===== src/rtl/audio_pkg.sv =====
// Shared constants and helpers for the codec audio serial port.
package audio_pkg;

    localparam logic FMT_LJ  = 1'b0;
    localparam logic FMT_I2S = 1'b1;

    // Slot-relative bit position of the sample MSB.
    // Left-justified starts at bit 0. I2S is delayed by one bit clock.
    function automatic int msb_offset(input logic fmt);
        return (fmt == FMT_I2S) ? 1 : 0;
    endfunction

endpackage


===== src/rtl/sync_fifo.sv =====
// Synchronous first-word-fall-through FIFO.
// The head word is driven combinationally from registered storage.
// It reads as zero while the FIFO is empty.
// Empty and full follow the registered occupancy, so they change one cycle after a push or pop.
module sync_fifo #(
    parameter int WIDTH = 32,
    parameter int AW    = 4
) (
    input  logic             clk,
    input  logic             reset,
    input  logic             push,
    input  logic [WIDTH-1:0] push_data,
    input  logic             pop,
    output logic [WIDTH-1:0] pop_data,
    output logic             empty,
    output logic             full
);

    localparam int            DEPTH    = 1 << AW;
    localparam logic [AW:0]   FULL_CNT = (AW+1)'(DEPTH);

    logic [WIDTH-1:0] mem [DEPTH];
    logic [AW-1:0]    wr_ptr;
    logic [AW-1:0]    rd_ptr;
    logic [AW:0]      count;
    logic             do_push;
    logic             do_pop;

    assign empty    = (count == '0);
    assign full     = (count == FULL_CNT);
    assign do_pop   = pop && !empty;
    // A pop in the same cycle frees a slot, so a full FIFO still accepts the push.
    assign do_push  = push && (!full || do_pop);
    assign pop_data = empty ? '0 : mem[rd_ptr];

    // Pointer and occupancy bookkeeping.
    always_ff @(posedge clk) begin
        if (!reset) begin
            wr_ptr <= '0;
            rd_ptr <= '0;
            count  <= '0;
        end else begin
            if (do_push) wr_ptr <= wr_ptr + 1'b1;
            if (do_pop)  rd_ptr <= rd_ptr + 1'b1;
            case ({do_push, do_pop})
                2'b10:   count <= count + 1'b1;
                2'b01:   count <= count - 1'b1;
                default: count <= count;
            endcase
        end
    end

    // Storage write. Contents are not reset because the pointers define validity.
    always_ff @(posedge clk) begin
        if (do_push) mem[wr_ptr] <= push_data;
    end

endmodule


===== src/rtl/audio_serial_port.sv =====
// Codec audio serial port.
// Generates m_clk, b_clk and the L/R clock.
// Serialises {left,right} DAC words from a write FIFO.
// Deserialises ADC words into a read FIFO.
// Optional macro AUDIO_LOOPBACK_EN adds ADC-to-DAC loopback.
// With it, the captured word replaces the DAC FIFO pop at each frame boundary.
module audio_serial_port
    import audio_pkg::*;
#(
    parameter int SAMPLE_W = 16,
    parameter int SLOT_W   = 32,
    parameter int MCLK_DIV = 2,
    parameter int BCLK_DIV = 4,
    parameter int FIFO_AW  = 4
) (
    input  logic                  clk,
    input  logic                  reset,
    input  logic                  en,
    input  logic                  fmt,
    input  logic                  loopback,
    input  logic                  clr_flags,
    input  logic                  adcdat,
    output logic                  m_clk,
    output logic                  b_clk,
    output logic                  dac_lr_clk,
    output logic                  adc_lr_clk,
    output logic                  dacdat,
    input  logic [2*SAMPLE_W-1:0] dac_fifo_in,
    input  logic                  wr_dac_fifo,
    output logic                  dac_fifo_full,
    output logic [2*SAMPLE_W-1:0] adc_fifo_out,
    input  logic                  rd_adc_fifo,
    output logic                  adc_fifo_empty,
    output logic                  adc_fifo_full,
    output logic                  dac_underrun,
    output logic                  adc_overrun
);

    localparam int WORD_W  = 2*SAMPLE_W;
    localparam int FRAME_W = 2*SLOT_W;
    localparam int BIT_W   = $clog2(FRAME_W);
    localparam int IDX_W   = $clog2(WORD_W);
    localparam int MDIV_W  = (MCLK_DIV > 1) ? $clog2(MCLK_DIV) : 1;
    localparam int BDIV_W  = $clog2(BCLK_DIV);

    localparam logic [MDIV_W-1:0] MCLK_LAST = MDIV_W'(MCLK_DIV-1);
    localparam logic [BDIV_W-1:0] BCLK_LAST = BDIV_W'(BCLK_DIV-1);
    localparam logic [BIT_W-1:0]  BIT_LAST  = BIT_W'(FRAME_W-1);

    logic [MDIV_W-1:0] mclk_cnt;
    logic              m_clk_r;
    logic [BDIV_W-1:0] bdiv_cnt;
    logic              b_clk_r;
    logic [BIT_W-1:0]  bit_cnt;
    logic [BIT_W-1:0]  bit_nxt;
    logic              lr_r;
    logic              fmt_q;
    logic              fmt_nxt;
    logic              bdiv_wrap;
    logic              bclk_fall;
    logic              bclk_rise;
    logic              frame_tick;
    logic [WORD_W-1:0] tx_word;
    logic [WORD_W-1:0] tx_load;
    logic [WORD_W-1:0] cap_word;
    logic [WORD_W-1:0] dac_head;
    logic              dac_empty;
    logic              dac_pop;
    logic              dacdat_r;
    logic              underrun_set;
    logic              overrun_set;
    logic              dac_underrun_r;
    logic              adc_overrun_r;

    // Bit position inside the current channel slot.
    function automatic int slot_rel(input logic [BIT_W-1:0] pos);
        int p;
        p = int'(pos);
        return (p >= SLOT_W) ? p - SLOT_W : p;
    endfunction

    // True when this frame bit carries a sample bit, given the format.
    // Positions past the slot end are truncated.
    function automatic logic slot_hit(input logic [BIT_W-1:0] pos, input logic f);
        int k;
        k = slot_rel(pos) - msb_offset(f);
        return (k >= 0) && (k < SAMPLE_W);
    endfunction

    // Word bit index for a frame bit. Left is the upper half, right the lower half, MSB first.
    function automatic logic [IDX_W-1:0] slot_idx(input logic [BIT_W-1:0] pos, input logic f);
        int k;
        k = slot_rel(pos) - msb_offset(f);
        return (int'(pos) >= SLOT_W) ? IDX_W'(SAMPLE_W-1-k) : IDX_W'(WORD_W-1-k);
    endfunction

    // Serial bit to transmit at a frame position. Unused slot bits carry zero.
    function automatic logic slot_bit(input logic [WORD_W-1:0] word,
                                      input logic [BIT_W-1:0]  pos,
                                      input logic              f);
        return slot_hit(pos, f) ? word[slot_idx(pos, f)] : 1'b0;
    endfunction

    // L/R level for a frame position. In I2S mode it leads the slot by one bit clock.
    function automatic logic lr_of(input logic [BIT_W-1:0] pos, input logic f);
        int p;
        p = int'(pos);
        if (f == FMT_I2S) return (p >= SLOT_W-1) && (p < FRAME_W-1);
        return p >= SLOT_W;
    endfunction

    assign bdiv_wrap  = en && (bdiv_cnt == BCLK_LAST);
    assign bclk_fall  = bdiv_wrap && b_clk_r;
    assign bclk_rise  = bdiv_wrap && !b_clk_r;
    assign frame_tick = bclk_fall && (bit_cnt == BIT_LAST);
    assign bit_nxt    = (bit_cnt == BIT_LAST) ? '0 : bit_cnt + 1'b1;
    // Format is latched at the frame boundary, so the new frame sees the new value immediately.
    assign fmt_nxt    = frame_tick ? fmt : fmt_q;

    // Free-running master clock divider; keeps running while the port is disabled.
    always_ff @(posedge clk) begin
        if (!reset) begin
            mclk_cnt <= '0;
            m_clk_r  <= 1'b0;
        end else if (mclk_cnt == MCLK_LAST) begin
            mclk_cnt <= '0;
            m_clk_r  <= ~m_clk_r;
        end else begin
            mclk_cnt <= mclk_cnt + 1'b1;
        end
    end

    // Bit-clock divider, frame bit counter and L/R framing; all cleared while disabled.
    always_ff @(posedge clk) begin
        if (!reset || !en) begin
            bdiv_cnt <= '0;
            b_clk_r  <= 1'b0;
            bit_cnt  <= '0;
            lr_r     <= 1'b0;
        end else begin
            bdiv_cnt <= bdiv_wrap ? '0 : bdiv_cnt + 1'b1;
            if (bdiv_wrap) b_clk_r <= ~b_clk_r;
            if (bclk_fall) begin
                bit_cnt <= bit_nxt;
                lr_r    <= lr_of(bit_nxt, fmt_nxt);
            end
        end
    end

    // Frame format register, updated only at frame boundaries.
    always_ff @(posedge clk) begin
        if (!reset)          fmt_q <= FMT_LJ;
        else if (frame_tick) fmt_q <= fmt;
    end

    // Transmit-word source for the next frame.
    // An empty DAC FIFO reads as zero, which is the underrun fill value.
    always_comb begin
        tx_load      = dac_head;
        dac_pop      = frame_tick;
        underrun_set = frame_tick && dac_empty;
`ifdef AUDIO_LOOPBACK_EN
        if (loopback) begin
            tx_load      = cap_word;
            dac_pop      = 1'b0;
            underrun_set = 1'b0;
        end
`endif
    end

`ifndef AUDIO_LOOPBACK_EN
    logic unused_loopback;
    assign unused_loopback = loopback;
`endif

    // Transmit word and serial DAC output, both advanced on b_clk falling edges.
    always_ff @(posedge clk) begin
        if (!reset) begin
            tx_word  <= '0;
            dacdat_r <= 1'b0;
        end else if (!en) begin
            dacdat_r <= 1'b0;
        end else if (frame_tick) begin
            tx_word  <= tx_load;
            dacdat_r <= slot_bit(tx_load, '0, fmt);
        end else if (bclk_fall) begin
            dacdat_r <= slot_bit(tx_word, bit_nxt, fmt_q);
        end
    end

    // ADC capture on b_clk rising edges. The word is pushed and cleared at each frame boundary.
    always_ff @(posedge clk) begin
        if (!reset || !en) begin
            cap_word <= '0;
        end else if (frame_tick) begin
            cap_word <= '0;
        end else if (bclk_rise && slot_hit(bit_cnt, fmt_q)) begin
            cap_word[slot_idx(bit_cnt, fmt_q)] <= adcdat;
        end
    end

    // A user pop in the same cycle makes room, so only a push into a full FIFO with no pop is dropped.
    assign overrun_set = frame_tick && adc_fifo_full && !rd_adc_fifo;

    // Sticky error flags. Setting wins over a simultaneous clear.
    always_ff @(posedge clk) begin
        if (!reset) begin
            dac_underrun_r <= 1'b0;
            adc_overrun_r  <= 1'b0;
        end else begin
            dac_underrun_r <= underrun_set || (dac_underrun_r && !clr_flags);
            adc_overrun_r  <= overrun_set  || (adc_overrun_r  && !clr_flags);
        end
    end

    sync_fifo #(.WIDTH(WORD_W), .AW(FIFO_AW)) u_dac_fifo (
        .clk       (clk),
        .reset     (reset),
        .push      (wr_dac_fifo),
        .push_data (dac_fifo_in),
        .pop       (dac_pop),
        .pop_data  (dac_head),
        .empty     (dac_empty),
        .full      (dac_fifo_full)
    );

    sync_fifo #(.WIDTH(WORD_W), .AW(FIFO_AW)) u_adc_fifo (
        .clk       (clk),
        .reset     (reset),
        .push      (frame_tick),
        .push_data (cap_word),
        .pop       (rd_adc_fifo),
        .pop_data  (adc_fifo_out),
        .empty     (adc_fifo_empty),
        .full      (adc_fifo_full)
    );

    assign m_clk        = m_clk_r;
    assign b_clk        = b_clk_r;
    assign dac_lr_clk   = lr_r;
    assign adc_lr_clk   = lr_r;
    assign dacdat       = dacdat_r;
    assign dac_underrun = dac_underrun_r;
    assign adc_overrun  = adc_overrun_r;

endmodule


===== config.mk =====
export PLATFORM = sky130hd
export DESIGN_NAME = audio_serial_port
export DESIGN_NICKNAME = d
export VERILOG_FILES = /design/src/rtl/audio_pkg.sv /design/src/rtl/sync_fifo.sv /design/src/rtl/audio_serial_port.sv
export SDC_FILE = /design/constraint.sdc
export NUM_CORES = 1
export LEC_CHECK = 0
export ABC_CLOCK_PERIOD_IN_PS = 11300
export CAP_MARGIN = 10
export CELL_PAD_IN_SITES_DETAIL_PLACEMENT = 2
export CELL_PAD_IN_SITES_GLOBAL_PLACEMENT = 2
export CORE_UTILIZATION = 53
export DETAILED_ROUTE_END_ITERATION = 10
export PLACE_DENSITY = 0.84
export SYNTH_ARGS = -nofsm -noshare
export SYNTH_HDL_FRONTEND = slang
export SYNTH_SLANG_ARGS = --single-unit
export TNS_END_PERCENT = 1

===== constraint.sdc =====
create_clock -name clk -period 11.3 [get_ports clk]
set_input_delay 2.26 -clock clk [delete_from_list [all_inputs] [get_ports clk]]
set_output_delay 2.26 -clock clk [all_outputs]
set_load 0.03 [all_outputs]

Word level (Yosys, flattened, before mapping)

Memories as Yosys holds them, arrays and structs flattened. A register that Yosys moved wholly into a read port is not among the register bits.
Cells that the tools add are included.
Widths: inputs -> output; s select.

Latch bits: 0
Memory bits (writable): 1024
Input bits: 41
Memories: 2
ROM bits: 0
Register bits: 106
Output and inout bits: 42

Shifts and indexed selects: 0
$add $sub $neg: 21
Reductions and logical operators: 43
Divide/modulo/power cells: 0
Magnitude comparators: 14
Mux-type cells: 36
$mul: 0
Bitwise logic cells: 3
Eq/ne operators: 8

Memories:

| memory         | words | bits a word | rd ports | clocked after memory_dff | wr ports | RTL line        | text |
|---|---|---|---|---|---|---|---|
| u_adc_fifo.mem | 16    | 32          | 1        | 1                        | 1        | sync_fifo.sv:22 | `logic [WIDTH-1:0] mem [DEPTH];` |
| u_dac_fifo.mem | 16    | 32          | 1        | 1                        | 1        | sync_fifo.sv:22 |  |

Operator list:

| operator            | number |
|---|---|
| $mux 32             | 4 |
| $ge 32x1->1 const B | 2 |
| $lt 32x6->1 const B | 2 |
| $sub 32x2->32       | 2 |
| $bwmux 32           | 1 |
| $pmux 5 s2          | 2 |
| $logic_and 1x1->1   | 19 |
| $mux 1              | 19 |
| $lt 5x6->1 const B  | 3 |
| $add 4x1->4 const B | 4 |
| $mux 4              | 4 |
| $sub 6x6->7 const B | 2 |
| $ge 6x6->1 const B  | 2 |
| $add 5x1->5 const B | 2 |
| $bmux 1 s5          | 2 |
| $eq 5x5->1 const B  | 2 |
| $logic_not 5->1     | 2 |
| $mux 5              | 2 |
| $sub 1x5->5 const A | 2 |
| $sub 5x1->5 const B | 2 |
| $sub 5x5->5 const A | 2 |
| $logic_not 1->1     | 9 |
| $add 6x1->6 const B | 1 |
| $eq 2x2->1 const B  | 3 |
| other kinds (18)    | 30 |

Longest topological paths before layout

Word-level depth: 12
Depth in mapped cells: 15
Mapped depth without buffers: 14

Hierarchy

Synthesis repeated with hierarchy kept, for this count alone.

Cells, all modules: 2323
Area, all modules: 45337.2 µm²

By module, submodules not included:

| module                 | times used | cells each | area an instance (µm²) | sequential area each (µm²) |
|---|---|---|---|---|
| sync_fifo (u_dac_fifo) | 1          | 908        | 20507.2                | 15715.1 |
| sync_fifo (u_adc_fifo) | 1          | 908        | 20503.4                | 15715.1 |
| audio_serial_port      | 1          | 507        | 4326.6                 | 1601.5 |

Worst setup path before layout

Ideal clock, no wire load.

Kind: input-to-reg
From: in en
To: mem u_adc_fifo.mem[1][0], enable pin
Arrival time: 6.102 ns
Library setup time: 0.501 ns
Path slack: 4.696 ns
Stages: 5
Buffers on the path: 0
Required time: 10.799 ns
Cells stage by stage: nand3_2 > nor3_1 > o21a_1 > inv_2 > nor4_1

Longest elaborated chain between the ends: 6

Ends and longest elaborated chain:

| element                      | RTL line                 | text |
|---|---|---|
| from (decl)                  | audio_serial_port.sv:18  | `input logic en,` |
| $logic_and 1x1->1            | audio_serial_port.sv:112 | `assign bdiv_wrap = en && (bdiv_cnt == BCLK_LAST);` |
| $logic_and 1x1->1            | audio_serial_port.sv:113 | `assign bclk_fall = bdiv_wrap && b_clk_r;` |
| $logic_and 1x1->1            | audio_serial_port.sv:115 | `assign frame_tick = bclk_fall && (bit_cnt == BIT_LAST);` |
| $logic_and 1x1->1            | sync_fifo.sv:33          | `assign do_push = push && (!full \|\| do_pop);` |
| $mux 1                       | sync_fifo.sv:55          | `if (do_push) mem[wr_ptr] <= push_data;` |
| $mux 1 (not written as such) | sync_fifo.sv:55          |  |
| to (decl)                    | sync_fifo.sv:22          |  |

No other way between the ends.

==> results.toml <==
[run_status]
status = "finished clean"

[placement]
portBuffers = 81
placed_cells = 3256
gp_congestion = 0.748
pre_cts_slack_ns = 5.12
place_hpwl_um = 70800

[hold_path]
min-delay-start = "mclk_cnt"
hold_class = "flip-flop to flip-flop"
hold_path_end = "mclk_cnt"
worstHoldPathCells = 1

[sta]
hold_viol_final = 0
fmax_ghz = 0.146
rsz0062_at_grt = "false"
drv_slew = 0
fin_ws_ns = 4.46
fin_setup_tns_ns = 0
period_needed_ns = 6.84
post-route-period-util = 0.605
tightest_slew_ns = 1.28
fin_skew_ns = 0.0245
setup_viol = 0
maxSlewHeadroom = 0.145

[setup_path]
timing.rr.end = "cap_word[18]"
cp-end-kind = "output pin"
arrival_ns = 4.58
crit_path_top_delay_cell = "dfxtp_4"
crit_fanout = 69
slowest_delay_ns = 1.08
r2r_cells = 11
worst_setup_path_start_kind = "flip-flop"
cp.required_ns = 9.04
path_cells = "buf_4 -> mux4_2 -> mux4_2 -> nor2b_1 -> clkdlybuf4s50_1"
path_class = "flip-flop to output pin"
r2r-start = "bit_cnt[0]"
rrSetupSlack_ns = 6.64
cpMostUsedCell = "mux4_2"

[grt]
antenna_found_initial = 6
grt_pass1_wl_um = 202000
grt_pass1_vias = 26300
gr-total-overflow = 0
grt_max_degree = 105
gr-usage-all-layers = 0.341

[final_layout]
mostFrequentLayoutCells = "edfxtp_1, mux4_2, clkbuf_16, dfxtp_1, nor2_1"
layout-drive-gt1-share = 0.253
fillers = 6283
seqCellArea_sq_um = 33100
areaGrowthSynthToFinish_pct = 13.7
final_common_cell = "edfxtp_1"
fin_cells = 3477
multi_input_area_sq_um = 11100
nets = 2385

[clock_tree]
clock_sinks = 1138
clk_latency_ns = 0.70
postCtsSetupBuffers = 0
htree_levels = 3
clockRootBuffer = "clkbuf_16"
cts_resized = 0
cts_buffers = 113
cts_tree = "yes"
cts_hold_buffers = 0
cts_buffer_depth = 3
cts.reportedPaths.clkPinSlew_ns = 0.07

[logic_synthesis]
ys_warn_count = 0
synth_area_sq_um = 44500
synth-edff-count = 1024
ys.flop_type = "edfxtp_1"
async_flop_share = 0
synth_seq_cells = 1138
ys_seq_area_frac = 0.742
synth_area_per_cell_sq_um = 20.6
yosysUniqueCellTypes = 69
netlist_instances = 2162

[power_and_ir_drop]
power.density_nw_per_um2 = 173
vdd.ir_drop.worst_mv = 0.172
p_leak_nw = 15.1

[run]
drv_cap = 0

[floorplan]
rows = 105
core-area_sq_um = 82600
dieArea_sq_um = 85100
die_w_um = 292
floorplan.initialDensity = 0.539
die_h_um = 292
io_pins = 83

[drt]
drtIter0Drc = 2425
first_pass_iters = 7
drc = 0
ant_nets = 0
wl_um = 142000
vias = 23800
wl_per_cell_um = 40.9
post_drt_via_cell_ratio = 6.84
per-stage QoR:
stage / power (W) / area, sq um / utilization / hold slack [ns]
after floorplan: 0.00472 / 44600 / - / 0.404
after global placement: 0.00478 / 46700 / 0.566 / 0.414
after detailed placement: 0.00479 / 46700 / 0.566 / 0.434
after CTS: 0.00877 / 50600 / 0.612 / 0.488
after global routing: 0.00890 / 50600 / 0.612 / 0.517
final: 0.00873 / 50600 / 0.612 / 0.492
layout make-up:
| type | count | area share |
|---|---|---|
| Clock buffer | 138 | 0.0596 |
| Timing Repair Buffer | 127 | 0.0235 |
| Tap cell | 1070 | 0.0265 |
| Sequential cell | 1138 | 0.653 |
| Clock inverter | 78 | 0.0163 |
| Inverter | 26 | 0.00193 |
| Multi-Input combinational cell | 896 | 0.219 |
| Antenna cell | 4 | 0.000198 |
power by group:
part	internal (W)	leakage [nW]	total (W)	switching [W]
Sequential	0.00457	9.99	0.00458	0.0000116
Combinational	0.0000421	3.22	0.000129	0.0000869
Clock	0.00225	1.86	0.00402	0.00177
Total	0.00686	15.1	0.00873	0.00187
worst max path at each step:
stage,startpoint,end,slack (ns),depth (start not counted)
after floorplan,en,u_adc_fifo.mem[1][0],4.70,5
after global placement,flip-flop,adc_fifo_out[16],5.33,5
after detailed placement,en,u_dac_fifo.mem[8][31],5.12,7
after CTS,flip-flop,adc_fifo_out[19],4.49,5
after global routing,flip-flop,adc_fifo_out[19],4.36,5
final,flip-flop,adc_fifo_out[1],4.46,5
sequential cells by signal, indices dropped and copies added (netlist names), 2 cells and up, named ones only:
name and flops:
u_dac_fifo.wr_ptr 4, u_dac_fifo.mem 512, u_adc_fifo.rd_ptr 4, u_adc_fifo.wr_ptr 4
bit_cnt 6, cap_word 32, u_adc_fifo.mem 512, u_dac_fifo.count 5
u_adc_fifo.count 5, tx_word 32, u_dac_fifo.rd_ptr 4, bdiv_cnt 2
Yosys cell counts (2+ instances only):
cell | count | share of area
or3_1 | 3 | 0.00042
inv_1 | 25 | 0.0021
xnor2_1 | 18 | 0.0035
nor2b_1 | 45 | 0.0063
buf_1 | 9 | 0.00076
xor2_1 | 17 | 0.0033
ha_1 | 40 | 0.011
mux4_2 | 323 | 0.16
dfxtp_1 | 114 | 0.051
nand2b_1 | 5 | 0.00070
and2_1 | 10 | 0.0014
mux2i_1 | 15 | 0.0034
a21o_1 | 3 | 0.00051
nor2_1 | 102 | 0.0086
nor4_1 | 6 | 0.00084
o21ai_0 | 41 | 0.0046
a21oi_1 | 54 | 0.0061
and3_1 | 3 | 0.00042
edfxtp_1 | 1024 | 0.69
nand3_1 | 45 | 0.0051
buf_2 | 35 | 0.0039
nand4_1 | 16 | 0.0022
nor3_1 | 14 | 0.0016
o21a_1 | 3 | 0.00051
nand4b_1 | 2 | 0.00039
clkbuf_1 | 62 | 0.0052
nand2_1 | 40 | 0.0034
nor3b_1 | 3 | 0.00051
o21ai_1 | 3 | 0.00034
fa_1 | 2 | 0.00090
buf_6 | 9 | 0.0023
a22oi_1 | 34 | 0.0057
routing by layer:
layer | vias to the layer above | global-route usage | wire length, um
li1 | 9166 | - | -
met1 | 12900 | 0.399 | 50100
met2 | 1283 | 0.615 | 76500
met3 | 383 | 0.0553 | 8660
met4 | 4 | 0.159 | 6830
met5 | - | 0 | 31
worst max-delay path, delay by kind of cell (launching register included):
family	cells	cell delay, ns
flops	1	1.08
buf+inv	2	1.52
mux	2	0.96
simple gates	1	0.17
kinds of logic after synthesis:
kind of cell | share of synthesized area
flip-flops | 0.742
multiplexers | 0.167
AND/OR/NAND/NOR | 0.0360
AO/OA/AOI/OAI | 0.0207
buffers and inverters | 0.0146
adder cells (fa/ha/maj) | 0.0121
XOR/XNOR | 0.00762
other | 0.0000842
Power figures use the tool's default switching activity.
